`src/rtl/led_display_sched_pkg.sv`:
```
// Shared types and constants for the LED bar display-mode scheduler.
package led_pkg;
    typedef enum logic [1:0] {SWEEP = 2'd0, RUN = 2'd1, DIM = 2'd2, FAULT = 2'd3} led_mode_t;

    localparam int          LED_W       = 16;
    localparam int          VEL_W       = 11;
    localparam logic [15:0] LED_ALL_ON  = 16'hFFFF;
    localparam logic [15:0] LED_ALL_OFF = 16'h0000;

    // Width needed to hold the values 0..n-1, never narrower than one bit.
    function automatic int cnt_w(input int n);
        return (n > 1) ? $clog2(n) : 1;
    endfunction
endpackage

```
`src/rtl/led_display_sched_if.sv`:
```
// Bus between the velocity/comparator side and the PWM stage.
interface led_display_sched_if;
    import led_pkg::*;

    logic [VEL_W-1:0] velocity;
    logic             vel_valid;
    logic [LED_W-1:0] led_bar;
    logic             fault;
    logic [LED_W-1:0] led_on;
    logic [7:0]       duty;
    led_mode_t        mode;

    modport master (output velocity, vel_valid, led_bar, fault,
                    input  led_on, duty, mode);
    modport slave  (input  velocity, vel_valid, led_bar, fault,
                    output led_on, duty, mode);
endinterface

```
`src/rtl/led_display_sched_tick_gen.sv`:
```
// Free-running divider: one-cycle tick every TICK_DIV clocks.
module led_tick_gen
    import led_pkg::*;
#(
    parameter int TICK_DIV = 100_000
) (
    input  logic clk,
    input  logic rst,
    output logic tick
);
    localparam int            CW   = cnt_w(TICK_DIV);
    localparam logic [CW-1:0] LAST = CW'(TICK_DIV - 1);

    logic [CW-1:0] r_cnt;

    always_ff @(posedge clk or posedge rst) begin
        if (rst)                r_cnt <= '0;
        else if (r_cnt == LAST) r_cnt <= '0;
        else                    r_cnt <= r_cnt + 1'b1;
    end

    assign tick = (r_cnt == LAST);
endmodule

```
`src/rtl/led_display_sched.sv`:
```
// Picks what drives the LED bar (sweep, live bar, dimmed bar, fault blink)
// and the matching PWM duty. All outputs are registered.
module led_display_sched
    import led_pkg::*;
#(
    parameter int         TICK_DIV    = 100_000,
    parameter int         SWEEP_TICKS = 30,
    parameter int         IDLE_TICKS  = 5000,
    parameter int         BLINK_TICKS = 250,
    parameter logic [7:0] DUTY_FULL   = 8'd255,
    parameter logic [7:0] DUTY_DIM    = 8'd32
) (
    input  logic               clk,
    input  logic               rst,
    led_display_sched_if.slave bus
);
    localparam int POS_W   = cnt_w(LED_W);
    localparam int STEP_W  = cnt_w(SWEEP_TICKS);
    localparam int IDLE_W  = cnt_w(IDLE_TICKS + 1);
    localparam int BLINK_W = cnt_w(BLINK_TICKS);

    localparam logic [POS_W-1:0]   POS_LAST   = POS_W'(LED_W - 1);
    localparam logic [STEP_W-1:0]  STEP_LAST  = STEP_W'(SWEEP_TICKS - 1);
    localparam logic [IDLE_W-1:0]  IDLE_LAST  = IDLE_W'(IDLE_TICKS - 1);
    localparam logic [IDLE_W-1:0]  IDLE_MAX   = IDLE_W'(IDLE_TICKS);
    localparam logic [BLINK_W-1:0] BLINK_LAST = BLINK_W'(BLINK_TICKS - 1);

    led_mode_t          r_mode, w_nxt;
    logic [POS_W-1:0]   r_pos, w_pos_n;
    logic [STEP_W-1:0]  r_step, w_step_n;
    logic [IDLE_W-1:0]  r_idle, w_idle_n;
    logic [BLINK_W-1:0] r_blink, w_blink_n;
    logic [LED_W-1:0]   r_led_on, w_led_n;
    logic [7:0]         r_duty, w_duty_n;
    logic [VEL_W-1:0]   r_vel_last;
    logic               w_tick, w_chg;

    led_tick_gen #(.TICK_DIV(TICK_DIV)) u_tick (
        .clk  (clk),
        .rst  (rst),
        .tick (w_tick)
    );

    assign w_chg = bus.vel_valid && (bus.velocity != r_vel_last);

    always_ff @(posedge clk or posedge rst) begin
        if (rst) r_mode <= SWEEP;
        else     r_mode <= w_nxt;
    end

    always_comb begin
        w_nxt     = r_mode;
        w_pos_n   = r_pos;
        w_step_n  = r_step;
        w_idle_n  = r_idle;
        w_blink_n = r_blink;
        w_led_n   = r_led_on;
        // Fault overrides every other event, including a velocity change.
        if (bus.fault) begin
            w_nxt = FAULT;
            if (r_mode != FAULT) begin
                w_led_n   = LED_ALL_ON;
                w_blink_n = '0;
            end else if (w_tick) begin
                if (r_blink == BLINK_LAST) begin
                    w_blink_n = '0;
                    w_led_n   = ~r_led_on;
                end else begin
                    w_blink_n = r_blink + 1'b1;
                end
            end
        end else begin
            case (r_mode)
                SWEEP: begin
                    if (w_tick) begin
                        if (r_step == STEP_LAST) begin
                            w_step_n = '0;
                            if (r_pos == POS_LAST) begin
                                w_nxt   = RUN;
                                w_led_n = bus.led_bar;
                            end else begin
                                w_pos_n = r_pos + 1'b1;
                                w_led_n = LED_W'(1) << (r_pos + 1'b1);
                            end
                        end else begin
                            w_step_n = r_step + 1'b1;
                        end
                    end
                end
                RUN: begin
                    w_led_n = bus.led_bar;
                    // A change on the timeout tick keeps us in RUN.
                    if (w_chg) begin
                        w_idle_n = '0;
                    end else if (w_tick && r_idle != IDLE_MAX) begin
                        w_idle_n = r_idle + 1'b1;
                        if (r_idle == IDLE_LAST) w_nxt = DIM;
                    end
                end
                DIM: begin
                    w_led_n = bus.led_bar;
                    if (w_chg) begin
                        w_nxt    = RUN;
                        w_idle_n = '0;
                    end
                end
                FAULT: begin
                    w_nxt    = RUN;
                    w_idle_n = '0;
                    w_led_n  = bus.led_bar;
                end
                default: w_nxt = SWEEP;
            endcase
        end
        w_duty_n = (w_nxt == DIM) ? DUTY_DIM : DUTY_FULL;
    end

    always_ff @(posedge clk or posedge rst) begin
        if (rst) begin
            r_pos      <= '0;
            r_step     <= '0;
            r_idle     <= '0;
            r_blink    <= '0;
            r_led_on   <= 16'h0001;
            r_duty     <= DUTY_FULL;
            r_vel_last <= '0;
        end else begin
            r_pos    <= w_pos_n;
            r_step   <= w_step_n;
            r_idle   <= w_idle_n;
            r_blink  <= w_blink_n;
            r_led_on <= w_led_n;
            r_duty   <= w_duty_n;
            if (bus.vel_valid) r_vel_last <= bus.velocity;
        end
    end

    assign bus.led_on = r_led_on;
    assign bus.duty   = r_duty;
    assign bus.mode   = r_mode;
endmodule
```
`src/flat_wrapper.sv`:
```
// flat-port wrapper written by rule: the top's interface ports become plain ports
module led_display_sched_flat import led_pkg::*;
#(
    parameter int         TICK_DIV    = 100_000,
    parameter int         SWEEP_TICKS = 30,
    parameter int         IDLE_TICKS  = 5000,
    parameter int         BLINK_TICKS = 250,
    parameter logic [7:0] DUTY_FULL   = 8'd255,
    parameter logic [7:0] DUTY_DIM    = 8'd32
)
  (clk, rst, bus_velocity, bus_vel_valid, bus_led_bar, bus_fault, bus_led_on, bus_duty, bus_mode);
  led_display_sched_if bus_i ();
  input  logic clk;
  input  logic rst;
  input wire logic [$bits(bus_i.velocity)-1:0] bus_velocity;
  input wire logic [$bits(bus_i.vel_valid)-1:0] bus_vel_valid;
  input wire logic [$bits(bus_i.led_bar)-1:0] bus_led_bar;
  input wire logic [$bits(bus_i.fault)-1:0] bus_fault;
  output wire logic [$bits(bus_i.led_on)-1:0] bus_led_on;
  output wire logic [$bits(bus_i.duty)-1:0] bus_duty;
  output wire logic [$bits(bus_i.mode)-1:0] bus_mode;
  assign bus_i.velocity = bus_velocity;
  assign bus_i.vel_valid = bus_vel_valid;
  assign bus_i.led_bar = bus_led_bar;
  assign bus_i.fault = bus_fault;
  assign bus_led_on = bus_i.led_on;
  assign bus_duty = bus_i.duty;
  assign bus_mode = bus_i.mode;
  led_display_sched #(.TICK_DIV(TICK_DIV), .SWEEP_TICKS(SWEEP_TICKS), .IDLE_TICKS(IDLE_TICKS), .BLINK_TICKS(BLINK_TICKS), .DUTY_FULL(DUTY_FULL), .DUTY_DIM(DUTY_DIM)) u_core (.clk(clk), .rst(rst), .bus(bus_i));
endmodule
```
`config.mk`:
```
export PLATFORM = sky130hd
export DESIGN_NAME = led_display_sched_flat
export DESIGN_NICKNAME = d
export VERILOG_FILES = /design/src/rtl/led_display_sched_pkg.sv /design/src/rtl/led_display_sched_if.sv /design/src/rtl/led_display_sched_tick_gen.sv /design/src/rtl/led_display_sched.sv /design/src/flat_wrapper.sv
export SDC_FILE = /design/constraint.sdc
export NUM_CORES = 1
export LEC_CHECK = 0
export CAP_MARGIN = 20
export CORE_MARGIN = 5
export CORE_UTILIZATION = 55
export DETAILED_ROUTE_END_ITERATION = 8
export PLACE_DENSITY_LB_ADDON = 0.05
export SYNTH_ARGS = -nofsm -noshare
export SYNTH_HDL_FRONTEND = slang
export SYNTH_SLANG_ARGS = --single-unit
```
`constraint.sdc`:
```
create_clock -name clk -period 3 [get_ports clk]
set_clock_uncertainty 0.15 [all_clocks]
set_input_delay 0.6 -clock clk [delete_from_list [all_inputs] [get_ports clk]]
set_output_delay 0.6 -clock clk [all_outputs]
set_load 0.01 [all_outputs]
```
# Yosys cells after proc, flatten, opt, wreduce, memory -nomap -nowiden
# Index checks and enable logic that the tools add are counted.
[totals]
ff_bits = 84
input_bits = 31
output_inout_bits = 26
wordCells = 74
[classes]
add_sub_neg = 5
eq_ne = 18
shifts = 1
n_mux = 27
bitwise_logic = 3
reduce_logical = 11
[op_table]
columns = ["cell", "count"]
rows = [
  ["2-to-1 mux 16 bit", 7],
  ["2-to-1 mux 13 bit", 3],
  ["one-hot mux 13 bit (3 select lines)", 1],
  ["2-to-1 mux 8 bit", 4],
  ["one-hot mux 16 bit (2 select lines)", 1],
  ["adder 17 x 1 -> 17 bit (second input constant)", 1],
  ["== test 17 bit (second input constant)", 1],
  ["2-to-1 mux 17 bit", 1],
  ["2-to-1 mux 2 bit", 8],
  ["NOT 16 bit", 1],
  ["<< shifter 1 x 4 -> 16 bit (first input constant)", 1],
  ["adder 13 x 1 -> 13 bit (second input constant)", 1],
  ["== test 13 bit (second input constant)", 1],
  ["!= test 13 bit (second input constant)", 1],
  ["!= test 11 bit", 1],
  ["!= test 3 x 1 -> 1 bit (second input constant)", 3],
  ["adder 8 x 1 -> 8 bit (second input constant)", 1],
  ["== test 8 bit (second input constant)", 1],
  ["one-hot mux 2 bit (4 select lines)", 1],
  ["AND reduction 4 bit", 2],
  ["== test 2 bit (second input constant)", 3],
  ["!= test 3 x 2 -> 1 bit (second input constant)", 2],
  ["adder 5 x 1 -> 5 bit (second input constant)", 1],
  ["== test 5 bit (second input constant)", 1],
  ["other kinds (15)", 17],
]

# Depth between registers and ports, before layout
[logic_depth]
depth_word = 8
mapped_depth = 9
depth_no_buf = 8

# By module
# A second synthesis with hierarchy kept.
[hier_totals]
cells_unflattened = 449
area_unflattened_um2 = 4465.5
[by_module_without_submodules]
columns = ["module", "instances", "cells_each", "area_per_inst_um2", "seq_area_each_um2"]
rows = [
  ["led_display_sched", 1, 374, 3639.7, 1503.9],
  ["led_tick_gen", 1, 75, 825.8, 425.4],
]

# Worst setup path before layout
# OpenSTA, ideal clock, no wires.
[synth_path]
path_kind = "flip-flop to flip-flop"
from = "register u_core.u_tick.r_cnt[12]"
to = "register u_core.r_pos[1]"
setup_time_ns = 0.128
arrival_ns = 2.100
required_ns = 2.722
setup_slack_ns = 0.622
stages_incl_launch_ff = 6
n_path_buf = 0
synth_period_minus_slack_ns = 2.378
cell_sequence = "dfrtp_1 > or4b_4 > or4_4 > nor3_4 > nand2_1 > mux2_1"
[synth_via]
elab_chain_len = 2
[synth_lines]
columns = ["item", "line_no", "rtl"]
rows = [
  ["from (decl)", "led_display_sched_tick_gen.sv:14", "logic [CW-1:0] r_cnt;"],
  ["from (signal assigned)", "led_display_sched_tick_gen.sv:19", "else r_cnt <= r_cnt + 1'b1;"],
  ["== test 17 bit", "led_display_sched_tick_gen.sv:22", "assign tick = (r_cnt == LAST);"],
  ["AND reduction 5 bit (no line)", "n/a", ""],
  ["to (signal assigned)", "led_display_sched.sv:128", "r_pos <= w_pos_n;"],
  ["to (decl)", "led_display_sched.sv:29", "logic [POS_W-1:0] r_pos, w_pos_n;"],
]
# No other way between the ends.
# A chain may end at the register's enable or synchronous reset.

# Worst setup path in the final report
[layout_path]
from = "input port bus_velocity[10]"
to = "register u_core.r_idle[12]"
[layout_via]
elab_chain_len = 4
elab_cells_between_ends = 7
cone_classes = "eq/ne: 3; mux: 2; reduce/logical: 2"
[layout_lines]
columns = ["item", "line_no", "rtl"]
rows = [
  ["from (decl)", "flat_wrapper.sv:15", "input wire logic [$bits(bus_i.velocity)-1:0] bus_velocity;"],
  ["!= test 11 bit (*)", "led_display_sched.sv:44", "assign w_chg = bus.vel_valid && (bus.velocity != r_vel_last);"],
  ["logical AND 1 bit (*)", "led_display_sched.sv:44", ""],
  ["!= test 3 x 1 -> 1 bit (no line), or another cell as far along", "n/a", ""],
  ["AND reduction 4 bit (no line) or one-hot mux 13 bit (3 select lines) (tied branches)", "n/a", ""],
  ["to (signal assigned)", "led_display_sched.sv:130", "r_idle <= w_idle_n;"],
  ["to (decl)", "led_display_sched.sv:31", "logic [IDLE_W-1:0] r_idle, w_idle_n;"],
]
# Every way passes the cells marked *; elsewhere a longest branch is shown, timed or not.

==> summary.md <==
| Metric | Value |
|---|---|
| Clock-pin slew reported for the worst setup and hold paths after clock tree synthesis | `0.08 ns` |
| N_diodes | `0` |
| Most area-hungry cell type in the Yosys netlist | `dfrtp_1` |
| Share of cells above drive strength 1 | `0.118` |
| Clock Tree Buf Depth | `2` |
| Worst Tran Pin Value | `approximately 0.54 ns` |
| Detailed-route via count | `3,504` |
| IO Pins | `57` |
| DP HPWL | `6550 um` |
| I/O Buffers | `55` |
| Proportion of register bits with asynchronous set or reset after synthesis | `1.00` |
| Post-synthesis register bit count | `77` |
| Tot Pwr | `2.19 mW` |
| Starting DRC count in detailed routing | `154` |
| Final critical-path required period | `between 2 and 3 ns` |
| Crit share post-route | `0.864` |
| Number of hold buffers added after cts | `0` |
| Maximum capacitance violations | `0` |
| Worst-path maximum fanout | `11` |
| Type of the worst setup path | `primary input to flop` |
| Wire length of the first global-routing pass | `about 16,000 um` |
| Initial Util | `0.561` |
| Post-cts sizing count | `0` |
| HP Class | `flop to flop` |
| Hold path start | `u_core.r_blink[7]$_DFFE_PP0P_` |
| Vias per cell | `around 5.8` |
| Total clock buffers created by CTS | `9` |
| Number of nets in the final layout | `540` |
| Routed Wire Length | `9190 um` |
| Critical path endpoint category | `flop` |
| Core area | `0.00769 mm2` |
| Core Rows | `32` |
| Clock tree from TritonCTS | `yes` |
| Pin count of the biggest net entering global routing | `78` |
| Most common library cell in the layout ignoring fill and taps | `dfrtp_1` |
| Run status | `finished clean` |
| Overflow after GRT | `0` |
| Number of flops mapped to enable cells by yosys | `0` |
| Origin of the critical flop-to-flop path | `u_core.u_tick.r_cnt[0]$_DFF_PP0_` |
| RSZ-0062 raised after global routing | `false` |
| Mean post-synth cell area | `approximately 9.8 um2` |
| Post-synthesis instance area | `0.00431 mm2` |
| Overall Global Routing Usage | `0.201` |
| Distinct cell type count after synthesis | `57` |
| Horizontal extent of the die | `98.5 um` |
| Reported leakage power | `2.20 nW` |
| Antenna Violating Nets Remaining | `0` |
| Fmax | `386 MHz` |
| Commonest non-fill, non-tap cells in the layout | `75 x dfrtp_1, 55 x clkdlybuf4s50_1, 35 x nand2_1` |
| CTS HTree Levels | `3` |
| Post-synthesis net count | `roughly 490` |
| Vias in the first global route | `3,546` |
| Overall die height | `98.5 um` |
| First-pass iteration count of the detailed router | `4` |
| Arrival time of the worst setup path | `2.71 ns` |
| Worst IR Drop VDD | `0.000294 V` |
| Max transition margin | `0.636` |
| Type of origin of the critical path | `primary input` |
| Number of remaining DRC errors | `0` |
| Primary FF master, synth | `dfrtp_1` |
| Die ar. | `about 0.01 mm2` |
| Root Driver | `clkbuf_8` |
| Top cell type's share of synthesized area | `0.435` |
| # clock sinks | `77` |
| Leading cell types by total area after synthesis | `dfrtp_1 44%, xor2_1 4.9%, ha_1 3.5%, a21o_1 3.3%, nand3_1 3.1%` |
| Total setup buffers inserted after CTS | `0` |
| Number of antenna violations at the first check in global routing | `0` |
| Number of hold violations in the final report | `0` |
| Clock Latency Late Sink | `0.34 ns` |
| First element of the critical path | `bus_velocity[10]` |
| Average detailed-routed wire length per instance | `15.2 um` |
| Power per unit of standard cell area | `423 mW/mm2` |
| Sequential cell area fraction in the yosys report | `0.447` |
| Final weighted congestion in routability-driven placement | `approximately 0.9` |
| Area growth from synthesis to final layout | `20.3%` |
| Number of max-slew violations in the final report | `0` |
| Number of warning messages in the yosys log | `0` |
| Post-Syn Instances | `between 400 and 500` |
| Total negative setup slack | `0 ns` |
| Setup violation total in the final timing report | `0` |
| Data required time at the worst endpoint | `between 3 and 4 ns` |
## per-layer routing
layer	GRT usage	wire, um	up-vias
li1	-	-	1724
met1	0.255	4090	1708
met2	0.342	4560	59
met3	0.0368	371	13
met4	0.0756	166	0
met5	0	0	-
## state kept, by name (all words and copies together), names as in the netlist
| name | cells |
|---|---|
| u_core.r_blink | 8 |
| u_core.r_pos | 4 |
| u_core.u_tick.r_cnt | 17 |
| u_core.r_vel_last | 11 |
| u_core.bus.duty | 1 |
| u_core.r_idle | 13 |
| u_core.bus.led_on | 16 |
| u_core.bus.mode | 2 |
| u_core.r_step | 5 |
## synthesized netlist by cell type, types with 2 or more instances
cell type	number
a31oi_1	5
nand2_1	35
inv_1	12
o21bai_1	2
a21oi_1	22
o32ai_1	2
clkbuf_1	15
nor4_1	5
nor4_2	2
ha_1	12
nor3_1	14
mux2i_1	2
buf_1	2
xor2_1	24
o41ai_1	2
and2_1	3
or2_1	4
nand4_1	5
buf_4	7
a21o_1	19
or3_1	5
nand3b_1	3
a211o_1	3
a221oi_2	4
a221oi_1	13
a211oi_1	5
o31ai_1	11
nor2_1	27
nand2b_1	5
or3b_1	2
buf_2	4
and3_1	7
o21ai_0	19
nand4bb_1	2
dfstp_2	2
nand3_1	27
mux2_2	12
xnor2_1	4
dfrtp_1	75
## cells by family (layout without fill, tap and decap cells)
family / count (synthesis) / after routing / share of synthesized area
compound gates: 111 / 111 / 0.182
other cells: 1 / 1 / 0.000870
flops: 77 / 77 / 0.447
simple gates: 158 / 158 / 0.197
fa+ha+maj: 12 / 12 / 0.0348
buf+inv: 40 / 100 / 0.0421
mux: 15 / 15 / 0.0386
xor+xnor: 28 / 28 / 0.0569
## worst max-delay path, cell delays in order
cell	delay (ns)
clkdlybuf4s50_1	0.43
xor2_1	0.15
nor4_1	0.44
a31oi_1	0.25
nand4b_1	0.24
buf_4	0.19
or3_1	0.34
o21ai_0	0.07
## area by class of cell
cell class                 count  area, um2
timing repair buffer          72        691
clock buffer                  10        128
tap                          102        128
clock inverter                 6       63.8
multi-input combinational    325       2200
fill                         612       2500
inverter                      12       45.0
sequential                    77       1930
## per-stage QoR
stage	hold slack (ns)	cells	cell area [um2]	util	setup slack, ns
3_5_place_dp	0.321	588	4990	0.650	0.0632
4_1_cts	0.338	604	5180	0.674	0.388
6_report	0.335	604	5180	0.674	0.407
2_1_floorplan	0.295	442	4310	-	0.287
3_3_place_gp	0.322	588	4990	0.650	0.141
5_1_grt	0.371	604	5180	0.674	0.107
## worst paths after layout
kind / to / slack, ns / cells after the start
hold reg to reg: u_core.r_blink[7]$_DFFE_PP0P_ / 0.33 / 1
min in group asynchronous: u_core.bus.led_on[3]$_DFFE_PP0P_ / 0.50 / 3
hold / removal: u_core.r_blink[7]$_DFFE_PP0P_ / 0.33 / 1
setup / recovery: u_core.r_idle[12]$_DFFE_PP0P_ / 0.41 / 8
max in group asynchronous: u_core.bus.duty[6]$_DFF_PP1_ / 1.83 / 3
setup reg to reg: u_core.bus.led_on[8]$_DFFE_PP0P_ / 0.41 / 8
## power breakdown
group          internal (mW)  switching [mW]  total, mW
registers               1.09          0.0444       1.14
logic                  0.165           0.134      0.299
clock network          0.383           0.376      0.759
total                   1.64           0.554       2.19
(Power assumes the default switching activity.)
